--- config.mk ---
export PLATFORM = sky130hd
export DESIGN_NAME = port_buffer_flat
export DESIGN_NICKNAME = d
export VERILOG_FILES = /design/src/rtl/port_pkg.sv /design/src/rtl/port_buffer_if.sv /design/src/rtl/port_buffer_mem.sv /design/src/rtl/port_buffer.sv /design/src/flat_wrapper.sv
export SDC_FILE = /design/constraint.sdc
export NUM_CORES = 1
export LEC_CHECK = 0
export ABC_AREA = 1
export CAP_MARGIN = 10
export CORE_MARGIN = 2
export CORE_UTILIZATION = 40
export CTS_CLUSTER_DIAMETER = 60
export DETAILED_ROUTE_END_ITERATION = 16
export GPL_TIMING_DRIVEN = 0
export RECOVER_POWER = 50
export SLEW_MARGIN = 20
export SYNTH_ARGS = -nofsm -noshare
export SYNTH_HDL_FRONTEND = slang
export SYNTH_SLANG_ARGS = --single-unit
--- constraint.sdc ---
create_clock -name clk -period 4.9 [get_ports clk]
set_clock_uncertainty 0.15 [all_clocks]
set_input_delay 0.98 -clock clk [delete_from_list [all_inputs] [get_ports clk]]
set_output_delay 0.98 -clock clk [all_outputs]
set_load 0.05 [all_outputs]
--- src/rtl/port_pkg.sv ---
// Shared port definitions: read-FSM state encodings and entry layout helpers.
// Latency: n/a (types and constants only).
// Backpressure: n/a.
package port_pkg;

    // Read-side FSM states, shared with the port FSM.
    typedef enum logic [0:0] {
        ST_IDLE  = 1'b0,
        ST_DRAIN = 1'b1
    } rd_state_e;

    // Default data path width of the port FSM.
    localparam int PORT_W_WIDTH = 8;

    // A stored entry is {eop, data}; the EOP flag sits just above the data bits.
    function automatic int eop_bit(input int w_width);
        return w_width;
    endfunction

endpackage

--- src/rtl/port_buffer_if.sv ---
// Port-FSM <-> buffer bus: write stream, drain request and drained word stream.
// Latency: n/a (wiring only).
// Backpressure: port_busy flows slave -> master; nothing is stalled here.
interface port_buffer_if #(
    parameter int W_WIDTH = 8
);
    logic               wr_en;
    logic [W_WIDTH-1:0] data_in;
    logic               port_busy;
    logic               pkt_avail;
    logic               rd_en;
    logic [W_WIDTH-1:0] data_out;
    logic               data_valid;
    logic               ovf;

    // Port FSM / stimulus side.
    modport master (
        output wr_en, data_in, rd_en,
        input  port_busy, pkt_avail, data_out, data_valid, ovf
    );

    // Buffer side.
    modport slave (
        input  wr_en, data_in, rd_en,
        output port_busy, pkt_avail, data_out, data_valid, ovf
    );
endinterface

--- src/rtl/port_buffer_mem.sv ---
// Circular store of {eop, data} entries with write/read pointers and fill count.
// Latency: write lands on the clock edge; rd_entry_o is combinational from rd_ptr.
// Backpressure: none; a write while full is discarded and flagged on drop_o.
module port_buffer_mem
    import port_pkg::*;
#(
    parameter int W_WIDTH = 8,
    parameter int DEPTH   = 16,
    localparam int AW     = $clog2(DEPTH),
    localparam int CW     = AW + 1
) (
    input  logic             clk,
    input  logic             rst,
    input  logic             wr_en_i,
    input  logic [W_WIDTH-1:0] wr_data_i,
    input  logic             set_eop_i,
    input  logic             pop_i,
    output logic [W_WIDTH:0] rd_entry_o,
    output logic [CW-1:0]    count_o,
    output logic             drop_o
);
    localparam int EOP_IDX = eop_bit(W_WIDTH);

    logic [W_WIDTH:0] mem_q [DEPTH];
    logic [AW-1:0]    wr_ptr_q, wr_ptr_d;
    logic [AW-1:0]    rd_ptr_q, rd_ptr_d;
    logic [CW-1:0]    count_q, count_d;
    logic [AW-1:0]    last_ptr;
    logic             full;
    logic             push;

    assign full       = (count_q == CW'(DEPTH));
    assign push       = wr_en_i & ~full;
    assign drop_o     = wr_en_i & full;
    assign last_ptr   = wr_ptr_q - AW'(1);
    assign rd_entry_o = mem_q[rd_ptr_q];
    assign count_o    = count_q;

    // Next pointers and fill level; simultaneous push and pop leave count alone.
    always_comb begin
        wr_ptr_d = wr_ptr_q;
        rd_ptr_d = rd_ptr_q;
        count_d  = count_q;
        if (push) wr_ptr_d = wr_ptr_q + AW'(1);
        if (pop_i) rd_ptr_d = rd_ptr_q + AW'(1);
        case ({push, pop_i})
            2'b10:   count_d = count_q + CW'(1);
            2'b01:   count_d = count_q - CW'(1);
            default: count_d = count_q;
        endcase
    end

    // Storage array: new words land with EOP clear; a packet end later marks the
    // most recently accepted word. Push and set_eop never coincide (set_eop needs wr_en low).
    always_ff @(posedge clk) begin
        if (push) mem_q[wr_ptr_q] <= {1'b0, wr_data_i};
        if (set_eop_i) mem_q[last_ptr][EOP_IDX] <= 1'b1;
    end

    // Pointer and count registers; contents are simply forgotten on reset.
    always_ff @(posedge clk) begin
        if (rst) begin
            wr_ptr_q <= '0;
            rd_ptr_q <= '0;
            count_q  <= '0;
        end else begin
            wr_ptr_q <= wr_ptr_d;
            rd_ptr_q <= rd_ptr_d;
            count_q  <= count_d;
        end
    end

endmodule

--- src/rtl/port_buffer.sv ---
// Packet buffer between port FSM and drain side; optional drop counter via PORT_BUFFER_DROP_CNT_EN.
// Latency: first drained word registered one cycle after rd_en is sampled, then one word per cycle.
// Backpressure: port_busy advises the writer; words written while full are dropped and ovf sticks.
module port_buffer
    import port_pkg::*;
#(
    parameter int W_WIDTH     = 8,
    parameter int DEPTH       = 16,
    parameter int BUSY_MARGIN = 2
) (
    input  logic        clk,
    input  logic        rst,
    port_buffer_if.slave bus
`ifdef PORT_BUFFER_DROP_CNT_EN
    ,
    output logic [7:0]  drop_cnt
`endif
);
    localparam int AW      = $clog2(DEPTH);
    localparam int CW      = AW + 1;
    localparam int EOP_IDX = eop_bit(W_WIDTH);

    logic [W_WIDTH:0]   rd_entry;
    logic [CW-1:0]      count;
    logic [CW-1:0]      free_entries;
    logic               drop;
    logic               wr_en_q;
    logic               pkt_end;
    logic               pop;
    logic               eop_pop;
    logic [CW-1:0]      pkt_cnt_q, pkt_cnt_d;
    logic               ovf_q;
    rd_state_e          state_q;
    logic [W_WIDTH-1:0] data_out_q;
    logic               data_valid_q;

    // A packet ends on the first low cycle of wr_en after a high one.
    assign pkt_end = wr_en_q & ~bus.wr_en;
    // Every DRAIN cycle pops one entry; only complete packets are ever drained.
    assign pop     = (state_q == ST_DRAIN);
    assign eop_pop = pop & rd_entry[EOP_IDX];

    port_buffer_mem #(
        .W_WIDTH (W_WIDTH),
        .DEPTH   (DEPTH)
    ) u_mem (
        .clk        (clk),
        .rst        (rst),
        .wr_en_i    (bus.wr_en),
        .wr_data_i  (bus.data_in),
        .set_eop_i  (pkt_end),
        .pop_i      (pop),
        .rd_entry_o (rd_entry),
        .count_o    (count),
        .drop_o     (drop)
    );

    // Complete-packet count; an end and an EOP pop on the same edge cancel out.
    always_comb begin
        pkt_cnt_d = pkt_cnt_q;
        if (pkt_end && !eop_pop)      pkt_cnt_d = pkt_cnt_q + CW'(1);
        else if (!pkt_end && eop_pop) pkt_cnt_d = pkt_cnt_q - CW'(1);
    end

    // Packet tracking state: wr_en history, packet count, sticky overflow.
    always_ff @(posedge clk) begin
        if (rst) begin
            wr_en_q   <= 1'b0;
            pkt_cnt_q <= '0;
            ovf_q     <= 1'b0;
        end else begin
            wr_en_q   <= bus.wr_en;
            pkt_cnt_q <= pkt_cnt_d;
            if (drop) ovf_q <= 1'b1;
        end
    end

    // Read FSM with registered outputs: IDLE waits for a request, DRAIN streams to EOP.
    always_ff @(posedge clk) begin
        if (rst) begin
            state_q      <= ST_IDLE;
            data_out_q   <= '0;
            data_valid_q <= 1'b0;
        end else begin
            case (state_q)
                ST_IDLE: begin
                    data_valid_q <= 1'b0;
                    if (bus.rd_en && (pkt_cnt_q != '0)) state_q <= ST_DRAIN;
                end
                ST_DRAIN: begin
                    data_out_q   <= rd_entry[W_WIDTH-1:0];
                    data_valid_q <= 1'b1;
                    if (rd_entry[EOP_IDX]) state_q <= ST_IDLE;
                end
                default: begin
                    state_q      <= ST_IDLE;
                    data_valid_q <= 1'b0;
                end
            endcase
        end
    end

    assign free_entries   = CW'(DEPTH) - count;
    assign bus.port_busy  = (free_entries <= CW'(BUSY_MARGIN));
    assign bus.pkt_avail  = (pkt_cnt_q != '0);
    assign bus.data_out   = data_out_q;
    assign bus.data_valid = data_valid_q;
    assign bus.ovf        = ovf_q;

`ifdef PORT_BUFFER_DROP_CNT_EN
    logic [7:0] drop_cnt_q;

    // Dropped-word counter, saturating so it never wraps back to a small value.
    always_ff @(posedge clk) begin
        if (rst) begin
            drop_cnt_q <= '0;
        end else if (drop && (drop_cnt_q != 8'hFF)) begin
            drop_cnt_q <= drop_cnt_q + 8'd1;
        end
    end

    assign drop_cnt = drop_cnt_q;
`endif

endmodule

--- src/flat_wrapper.sv ---
// flat-port wrapper written by rule: the top's interface ports become plain ports
module port_buffer_flat import port_pkg::*;
#(
    parameter int W_WIDTH     = 8,
    parameter int DEPTH       = 16,
    parameter int BUSY_MARGIN = 2
)
  (clk, rst, bus_wr_en, bus_data_in, bus_rd_en, bus_port_busy, bus_pkt_avail, bus_data_out, bus_data_valid, bus_ovf);
  port_buffer_if #(.W_WIDTH(W_WIDTH)) bus_i ();
  input  logic clk;
  input  logic rst;
  input wire logic [$bits(bus_i.wr_en)-1:0] bus_wr_en;
  input wire logic [$bits(bus_i.data_in)-1:0] bus_data_in;
  input wire logic [$bits(bus_i.rd_en)-1:0] bus_rd_en;
  output wire logic [$bits(bus_i.port_busy)-1:0] bus_port_busy;
  output wire logic [$bits(bus_i.pkt_avail)-1:0] bus_pkt_avail;
  output wire logic [$bits(bus_i.data_out)-1:0] bus_data_out;
  output wire logic [$bits(bus_i.data_valid)-1:0] bus_data_valid;
  output wire logic [$bits(bus_i.ovf)-1:0] bus_ovf;
  assign bus_i.wr_en = bus_wr_en;
  assign bus_i.data_in = bus_data_in;
  assign bus_i.rd_en = bus_rd_en;
  assign bus_port_busy = bus_i.port_busy;
  assign bus_pkt_avail = bus_i.pkt_avail;
  assign bus_data_out = bus_i.data_out;
  assign bus_data_valid = bus_i.data_valid;
  assign bus_ovf = bus_i.ovf;
  port_buffer #(.W_WIDTH(W_WIDTH), .DEPTH(DEPTH), .BUSY_MARGIN(BUSY_MARGIN)) u_core (.clk(clk), .rst(rst), .bus(bus_i));
endmodule
==> impl_metrics.env, run 1 <==
export IMPL_status="finished, final reports clean"
export IMPL_synth_yosys_seq_area_share_pct=63.9
export IMPL_die_area_mm2=0.0207
export IMPL_wirelength_um=18000
export IMPL_cts_hold_buffers=0
export IMPL_holdCritPathClass="register to register"
export IMPL_leakage_nw=3.48
export IMPL_initial_core_util_pct=40.5
export IMPL_gr_usage_all_layers_pct=18.2
export IMPL_timing_setup_tns_ns=0
export IMPL_firstDrtPassIters=5
export IMPL_cp_slowest_cell="clkbuf_1"
export IMPL_vias_per_cell=4.91
export IMPL_grt_start_max_net_pins=27
export IMPL_detail_route_antenna_nets=0
export IMPL_cp_top_family="buffers and inverters"
export IMPL_die_y_um=144
export IMPL_critPathLaunchType="input pin"
export IMPL_fmax_mhz=243
export IMPL_drc=0
export IMPL_synth_cells=778
export IMPL_antenna_found_initial=0
export IMPL_io_buffers=22
export IMPL_hold_viol=0
export IMPL_synth_seq_cells=178
export IMPL_clock_sinks=178
export IMPL_grt_pass1_vias=4963
export IMPL_num_vias=5394
export IMPL_cp_required_ns=4.80
export IMPL_critical_path_class="input pin to register"
export IMPL_cts_repair_resized=0
export IMPL_yosysWarnings=0
export IMPL_max_vdd_ir_drop_mv=0.240
export IMPL_power_density_mw_per_mm2=500
export IMPL_maxCapViolCount=0
export IMPL_fin_crit_ns=4.12
export IMPL_end_kind="register"
export IMPL_numCtsBuffers=17
export IMPL_drv_slew=0
export IMPL_rsz0062_at_grt="false"
export IMPL_clkTransAtPathRegs_ns=0.07
export IMPL_max_slew_margin_rel_pct=5.94
export IMPL_area_growth_pct=14.0
export IMPL_fp_coreArea_mm2=0.0193
export IMPL_h_tree_depth=4
export IMPL_post_drt_wl_per_cell_um=16.4
export IMPL_rows=51
export IMPL_path_cells="clkdlybuf4s50_1, nor2_4, clkbuf_1, nand3_1, xor2_1, inv_4, nor2_4, nand2_1, nor2_1"
export IMPL_whs_ns=0.292
export IMPL_final_util_pct=46.2
export IMPL_ys_types=33
export IMPL_dp_hpwl_um=12200
export IMPL_layout_cells_non_filler=1098
export IMPL_place_congestion=0.790
export IMPL_clk_latency_ns=0.43
export IMPL_synth_area_mm2=0.00783
export IMPL_root_buffer="clkbuf_16"
export IMPL_setup_viol=0
export IMPL_post_cts_buffers=0
export IMPL_nets=848
export IMPL_place_ws_ns=1.01
export IMPL_clk_path_buf_depth=2
export IMPL_setup_slack_ns=0.784
export IMPL_grt_pass1_wl_um=27700
export IMPL_drive_gt1_share_pct=7.68
export IMPL_worst_pin_slew_ns=1.41
export IMPL_cpPeakStageDelay_ns=0.88
export IMPL_ios=24
export IMPL_antenna_cells_inserted=0
export IMPL_synth_nets=806
export IMPL_fp_dieW_um=144
export IMPL_cp_common_cell="nor2_4"
export IMPL_post_place_cells=1066
export IMPL_drtIter0Drc=570
export IMPL_crit_buf_inv=3
export IMPL_tritoncts="built"
export IMPL_arrival_ns=4.02
export IMPL_overflow=0
export IMPL_crit_fanout=26
export IMPL_finalCritPeriodShare_pct=84.0
export IMPL_avgSynthCellArea_um2=10.1
## metrics by stage
stage	cell area, µm²	power, mW
finish	8930	4.47
global route	8930	4.70
CTS	9000	4.48
detailed placement	8440	3.22
global placement	8380	3.21
floorplan	7830	2.79
## flip-flops by register name, summed over array words and instances, names as in the netlist, named ones only
signal                 cells
u_core.u_mem.rd_ptr_q      4
u_core.pop                 1
u_core.bus.data_valid      1
u_core.u_mem.mem_q       144
u_core.u_mem.wr_ptr_q      4
u_core.bus.data_out        8
u_core.bus.ovf             1
u_core.wr_en_q             1
u_core.u_mem.count_o       5
u_core.pkt_cnt_q           5
## cell type report
type                            count  area [µm²]
Fill cell                        1787       10400
Clock buffer                       18         429
Clock inverter                     14         124
Inverter                           69         264
Sequential cell                   178        5000
Tap cell                          265         332
Buffer                             35         151
Multi-Input combinational cell    496        2400
Timing Repair Buffer               23         225
## cell families (layout without fill, tap and decap cells)
logic type	Yosys count	after routing	synth area share, %
flip-flops	178	178	63.9
buffers and inverters	104	159	5.51
AO/OA/AOI/OAI	41	41	2.76
adder cells (fa/ha/maj)	16	16	2.75
AND/OR/NAND/NOR	430	430	23.7
XOR/XNOR	9	9	1.34
## power by group
group	switching, mW	total (mW)	internal (mW)
combinational	0.962	1.38	0.419
clock	0.611	1.28	0.665
sequential	0.0647	1.81	1.75
## synth_stat cells
library cell	n	area share (%)
nand2_1	218	10
edfxtp_1	144	55
nand3_1	122	7.8
inv_1	63	3.0
nor2_1	60	2.9
dfxtp_1	34	8.7
a21oi_1	21	1.3
buf_2	17	1.1
nor3_1	17	1.1
ha_1	14	2.2
clkbuf_1	13	0.62
o21ai_0	13	0.83
nand2_2	5	0.40
xor2_1	5	0.56
a31oi_1	3	0.24
buf_1	3	0.14
clkinv_1	2	0.096
fa_1	2	0.51
inv_2	2	0.096
inv_4	2	0.16
nand2_4	2	0.29
nor2_4	2	0.29
nor4_1	2	0.16
o21bai_1	2	0.19
xnor2_1	2	0.22
a21boi_0	1	0.096
buf_4	1	0.096
buf_8	1	0.19
nand3_2	1	0.13
nor2_8	1	0.26
o21ai_1	1	0.064
xor2_2	1	0.21
xor2_4	1	0.35
## cells in the final DEF (no fill, tap or decap), types with 17 or more instances in the layout
cell,instances
nand3_1,123
nand2_1,223
clkdlybuf4s50_1,19
clkbuf_16,17
clkbuf_1,20
edfxtp_1,144
inv_1,63
dfxtp_1,34
a21oi_1,21
nor2_1,60
## metal layers
metal / vias to the layer above / wire (µm) / track usage, %
met1: 2528 / 8610 / 26.4
met3: 16 / 1060 / 3.53
li1: 2691 / - / -
met5: - / 0 / 0
met2: 159 / 8190 / 28.4
met4: 0 / 163 / 4.39
## worst paths after layout
check	start	end	slack (ns)	depth (start not counted)
setup / recovery	bus_wr_en	u_core.u_mem.mem_q[13][3]$_DFFE_PP_	0.78	9
hold / removal	u_core.u_mem.rd_ptr_q[3]$_SDFFE_PP0P_	u_core.u_mem.rd_ptr_q[3]$_SDFFE_PP0P_	0.29	1
hold reg to reg	u_core.u_mem.rd_ptr_q[3]$_SDFFE_PP0P_	u_core.u_mem.rd_ptr_q[3]$_SDFFE_PP0P_	0.29	1
setup reg to reg	u_core.u_mem.count_o[0]$_SDFFE_PP0P_	u_core.u_mem.count_o[4]$_SDFFE_PP0P_	0.96	19
Note: power is estimated with default switching activity, not from simulation.
==> inputs of run 2 (changes only) <==
- clock period: 4.9 -> 4.1 ns (I/O delays scaled with it)
==> run 2 against run 1 <==
  * Global-route usage unchanged
  * Critical path depth unchanged
  * First-iteration DRC count shrank 5.3%
  * Combinational power rose by 20%
  * Total power up 19%
  * Critical endpoint unchanged
  * Via count increased by 0.22%
  * Final cell count unchanged
  * Routed wire length up 0.25%
==> impl_metrics.env, run 2 (same netlist as run 1, synthesis figures left out) <==
export IMPL_post_cts_buffers=0
export IMPL_fmax_mhz=267
export IMPL_holdCritPathClass="register to register"
export IMPL_max_vdd_ir_drop_mv=0.285
export IMPL_area_growth_pct=14.2
export IMPL_top_register="u_core.u_mem.mem_q"
export IMPL_clk_latency_ns=0.43
export IMPL_worst_pin_slew_ns=1.43
export IMPL_drive_gt1_share_pct=8.16
export IMPL_combPwrFrac_pct=30.9
export IMPL_grt_start_max_net_pins=27
export IMPL_fp_coreArea_mm2=0.0193
export IMPL_status="finished, final reports clean"
export IMPL_vias_per_cell=4.92
export IMPL_tritoncts="built"
export IMPL_layout_cells_non_filler=1098
export IMPL_r2r_end="u_core.pkt_cnt_q[3]$_SDFFE_PP0P_"
export IMPL_die_area_mm2=0.0207
export IMPL_arrival_ns=3.65
export IMPL_dp_hpwl_um=12200
export IMPL_crit_path_start="bus_wr_en"
export IMPL_critical_path_class="input pin to register"
export IMPL_nFillCells=1785
export IMPL_drc=0
export IMPL_p_int_mw=3.38
export IMPL_root_buffer="clkbuf_16"
export IMPL_critPathLaunchType="input pin"
export IMPL_finalCritPeriodShare_pct=91.4
export IMPL_drv_slew=0
export IMPL_p_sw_share_pct=36.7
export IMPL_rows=51
export IMPL_grt_pass1_wl_um=27700
export IMPL_hold_viol=0
export IMPL_initial_core_util_pct=40.5
export IMPL_firstDrtPassIters=5
export IMPL_clk_path_buf_depth=2
export IMPL_largest_reg_flops=144
export IMPL_ff2ff_setup_slack_ns=0.53
export IMPL_cts_repair_resized=0
export IMPL_antenna_cells_inserted=0
export IMPL_antenna_found_initial=0
export IMPL_clock_sinks=178
export IMPL_power_density_mw_per_mm2=597
export IMPL_post_drt_wl_per_cell_um=16.5
export IMPL_rsz0062_at_grt="false"
export IMPL_critPathCapture="u_core.u_mem.mem_q[13][3]$_DFFE_PP_"
export IMPL_place_congestion=0.790
export IMPL_die_y_um=144
export IMPL_cts_hold_buffers=0
export IMPL_layout_common_cells="nand2_1 (221), edfxtp_1 (144), nand3_1 (123)"
export IMPL_gr_usage_all_layers_pct=18.2
export IMPL_clock_power_share_pct=28.5
export IMPL_numCtsBuffers=17
export IMPL_clkTransAtPathRegs_ns=0.07
export IMPL_leakage_nw=3.50
export IMPL_detail_route_antenna_nets=0
export IMPL_power_switching_mw=1.96
export IMPL_whs_ns=0.292
export IMPL_drtIter0Drc=540
export IMPL_stdcell_area_mm2=0.00894
export IMPL_ios=24
export IMPL_place_area_mm2=0.00844
export IMPL_final_common_cell="nand2_1"
export IMPL_grt_pass1_vias=4963
export IMPL_overflow=0
export IMPL_setup_viol=0
export IMPL_io_buffers=22
export IMPL_rr_worst_depth=15
export IMPL_end_kind="register"
export IMPL_fp_dieW_um=144
export IMPL_h_tree_depth=4
export IMPL_post_place_cells=1066
export IMPL_crit_fanout=26
export IMPL_max_slew_margin_rel_pct=4.57
export IMPL_cp_required_ns=4.00
export IMPL_num_vias=5406
export IMPL_fin_crit_ns=3.75
export IMPL_p_seq_share_pct=40.5
export IMPL_maxCapViolCount=0
export IMPL_nets=848
export IMPL_wirelength_um=18100
## run 2: worst min-delay path by stage
stage	start	endpoint	cells past startpoint
after floorplan	u_core.u_mem.rd_ptr_q[3]$_SDFFE_PP0P_	register	1
after global placement	u_core.u_mem.rd_ptr_q[3]$_SDFFE_PP0P_	u_core.u_mem.rd_ptr_q[3]$_SDFFE_PP0P_	1
after detailed placement	u_core.u_mem.rd_ptr_q[3]$_SDFFE_PP0P_	u_core.u_mem.rd_ptr_q[3]$_SDFFE_PP0P_	1
after CTS	u_core.u_mem.rd_ptr_q[3]$_SDFFE_PP0P_	register	1
after global routing	u_core.u_mem.rd_ptr_q[3]$_SDFFE_PP0P_	u_core.u_mem.rd_ptr_q[3]$_SDFFE_PP0P_	1
final	u_core.u_mem.rd_ptr_q[3]$_SDFFE_PP0P_	u_core.u_mem.rd_ptr_q[3]$_SDFFE_PP0P_	1
## run 2: final cells by class
class / count / area [µm²] / share of cell area (%)
sequential: 178 / 5000 / 56.0
multi-input combinational: 496 / 2400 / 26.8
clock buffer: 18 / 429 / 4.80
tap: 265 / 332 / 3.71
inverter: 69 / 263 / 2.94
timing repair buffer: 23 / 225 / 2.52
buffer: 35 / 165 / 1.85
clock inverter: 14 / 124 / 1.39
## run 2: stage by stage
stage	util [%]	setup WS [ns]	power (mW)	setup TNS, ns
6_report	46.2	0.352	5.33	0
5_1_grt	46.2	0.189	5.61	0
4_1_cts	46.5	0.450	5.36	0
3_5_place_dp	43.7	0.372	3.85	0
3_3_place_gp	43.4	-0.0268	3.83	-0.209
2_1_floorplan	-	0.559	3.33	0
## run 2: layer usage
metal	wire length [µm]	track usage, %
met5	0	0
met4	192	4.39
met3	1120	3.53
met2	8200	28.4
met1	8570	26.4
## run 2: power groups by stage
| stage | combinational, mW | sequential, mW | clock (mW) |
|---|---|---|---|
| floorplan | 1.03 | 2.30 | 0 |
| global placement | 1.63 | 2.20 | 0 |
| detailed placement | 1.65 | 2.20 | 0 |
| CTS | 1.66 | 2.16 | 1.54 |
| global route | 1.83 | 2.18 | 1.60 |
| finish | 1.65 | 2.16 | 1.52 |
## run 2: critical path, stage by stage
cell           delay (ns)
dlygate4sd3_1        0.57
nor2_1               0.35
buf_8                0.26
nand3_1              0.11
xor2_1               0.20
clkinvlp_2           0.33
nor2_4               0.22
nand2_1              0.09
nor2_1               0.68
==> inputs of run 3 (changes only) <==
- PLACE_DENSITY: unset -> 0.57
==> run 3 against run 2 <==
  * Routed wire length shrank 1.2%
  * Fmax grew 1.1%
  * Clock power grew 13%
  * Combinational power is essentially flat
  * Final area grew 1.0%
  * First-iteration DRC count shrank 8.0%
  * Sequential cell count is the same
  * Worst setup slack gained 0.042 ns
  * Non-clock buffer count is the same
  * Critical path type unchanged
  * Highest routed layer unchanged
==> impl_metrics.env, run 3 (same netlist as run 1, synthesis figures left out) <==
export IMPL_grt_start_max_net_pins=27
export IMPL_drive_gt1_share_pct=8.52
export IMPL_layout_common_cells="nand2_1 (219), edfxtp_1 (144), nand3_1 (123)"
export IMPL_dp_hpwl_um=12100
export IMPL_path_cells="dlygate4sd3_1, nor2_1, buf_8, nand3_1, xor2_2, clkinvlp_2, nor2_4, nand2_1, nor2_1"
export IMPL_wirelength_um=17900
export IMPL_hold_viol=0
export IMPL_grt_pass1_vias=5002
export IMPL_status="finished, final reports clean"
export IMPL_fp_coreArea_mm2=0.0193
export IMPL_timing_setup_tns_ns=0
export IMPL_fp_dieW_um=144
export IMPL_cp_common_cell="nor2_1"
export IMPL_place_ws_ns=0.283
export IMPL_setup_viol=0
export IMPL_clk_latency_ns=0.42
export IMPL_die_y_um=144
export IMPL_clk_path_buf_depth=2
export IMPL_maxCapViolCount=0
export IMPL_numCtsBuffers=17
export IMPL_rsz0062_at_grt="false"
export IMPL_antenna_found_initial=0
export IMPL_ios=24
export IMPL_clock_sinks=178
export IMPL_worst_pin_slew_ns=1.46
export IMPL_critical_path_class="input pin to register"
export IMPL_critPathLaunchType="input pin"
export IMPL_cp_top_family="simple AND/OR/NAND/NOR gates"
export IMPL_clkTransAtPathRegs_ns=0.06
export IMPL_post_drt_wl_per_cell_um=16.3
export IMPL_num_vias=5334
export IMPL_nets=848
export IMPL_fmax_mhz=270
export IMPL_cts_hold_buffers=0
export IMPL_initial_core_util_pct=40.5
export IMPL_whs_ns=0.290
export IMPL_overflow=0
export IMPL_root_buffer="clkbuf_16"
export IMPL_power_density_mw_per_mm2=612
export IMPL_cpPeakStageDelay_ns=0.65
export IMPL_vias_per_cell=4.86
export IMPL_final_common_cell="nand2_1"
export IMPL_finalCritPeriodShare_pct=90.4
export IMPL_rows=51
export IMPL_holdCritPathClass="register to register"
export IMPL_largest_reg_flops=144
export IMPL_leakage_nw=3.56
export IMPL_antenna_cells_inserted=0
export IMPL_max_vdd_ir_drop_mv=0.318
export IMPL_fin_crit_ns=3.71
export IMPL_setup_slack_ns=0.394
export IMPL_drv_slew=0
export IMPL_top_register="u_core.u_mem.mem_q"
export IMPL_post_cts_buffers=0
export IMPL_drc=0
export IMPL_crit_buf_inv=3
export IMPL_place_congestion=0.796
export IMPL_firstDrtPassIters=5
export IMPL_cp_required_ns=3.99
export IMPL_h_tree_depth=4
export IMPL_io_buffers=22
export IMPL_detail_route_antenna_nets=0
export IMPL_drtIter0Drc=497
export IMPL_end_kind="register"
export IMPL_area_growth_pct=15.3
export IMPL_cp_slowest_cell="nor2_1"
export IMPL_grt_pass1_wl_um=28100
export IMPL_cts_repair_resized=0
export IMPL_max_slew_margin_rel_pct=2.38
export IMPL_crit_fanout=26
export IMPL_gr_usage_all_layers_pct=18.5
export IMPL_tritoncts="built"
export IMPL_die_area_mm2=0.0207
export IMPL_arrival_ns=3.60
==> run 3: cell types whose count changed in the layout (fill, tap and decap cells not counted), sizes merged <==
cell / previous run / this run
inv: 72 / 69
clkinv: 6 / 8
clkinvlp: 5 / 3
dlygate4sd3: 8 / 11
clkbuf: 34 / 33
bufinv: 0 / 4
clkdlybuf4s50: 14 / 11
==> run 3: worst paths after layout <==
check        depth (start not counted)  slack, ns                                   from                                     to
max                                  9       0.39                              bus_wr_en    u_core.u_mem.mem_q[13][2]$_DFFE_PP_
max reg2reg                         19       0.56   u_core.u_mem.count_o[0]$_SDFFE_PP0P_   u_core.u_mem.count_o[4]$_SDFFE_PP0P_
min                                  1       0.29  u_core.u_mem.rd_ptr_q[3]$_SDFFE_PP0P_  u_core.u_mem.rd_ptr_q[3]$_SDFFE_PP0P_
min reg2reg                          1       0.29  u_core.u_mem.rd_ptr_q[3]$_SDFFE_PP0P_  u_core.u_mem.rd_ptr_q[3]$_SDFFE_PP0P_
==> run 3: cell type report <==
class | instances | area [µm²]
fillers | 1807 | 10300
flip-flops and latches | 178 | 5000
multi-input cells | 496 | 2410
clock buffers | 17 | 425
well taps | 265 | 332
inverters | 69 | 263
repair buffers | 23 | 225
clock inverters | 15 | 205
plain buffers | 35 | 166
==> run 3: power breakdown <==
part           leakage [nW]  switching [mW]  total, mW  internal (mW)
Sequential             1.59          0.0741       2.16           2.09
Clock                 0.302           0.692       1.72           1.03
Combinational          1.67            1.15       1.64          0.494
Total                  3.56            1.92       5.52           3.61
==> run 3: metal layers <==
layer,global-route usage [%],wire [µm],vias up
li1,-,-,2687
met1,26.2,8530,2474
met2,29.0,8090,160
met3,4.27,1080,13
met4,4.75,157,0
met5,0,0,-
==> run 3: worst reg2reg max path, delay by kind of cell, from the launching register on <==
family	cells	cell delay [ns]
AOI/OAI and AO/OA	3	0.42
adders and majority gates	4	1.14
buffers and inverters	6	1.01
DFF	1	0.31
and+or+nand+nor	6	0.47
==> run 3: through the flow <==
stage                     instance area (µm²)  instances  total power, mW  util [%]
after floorplan                          7830        778             3.33         -
after global placement                   8380       1065             3.84      43.4
after detailed placement                 8430       1066             3.86      43.6
after CTS                                9060       1098             5.57      46.9
after global routing                     9030       1098             5.83      46.7
final                                    9030       1098             5.52      46.7
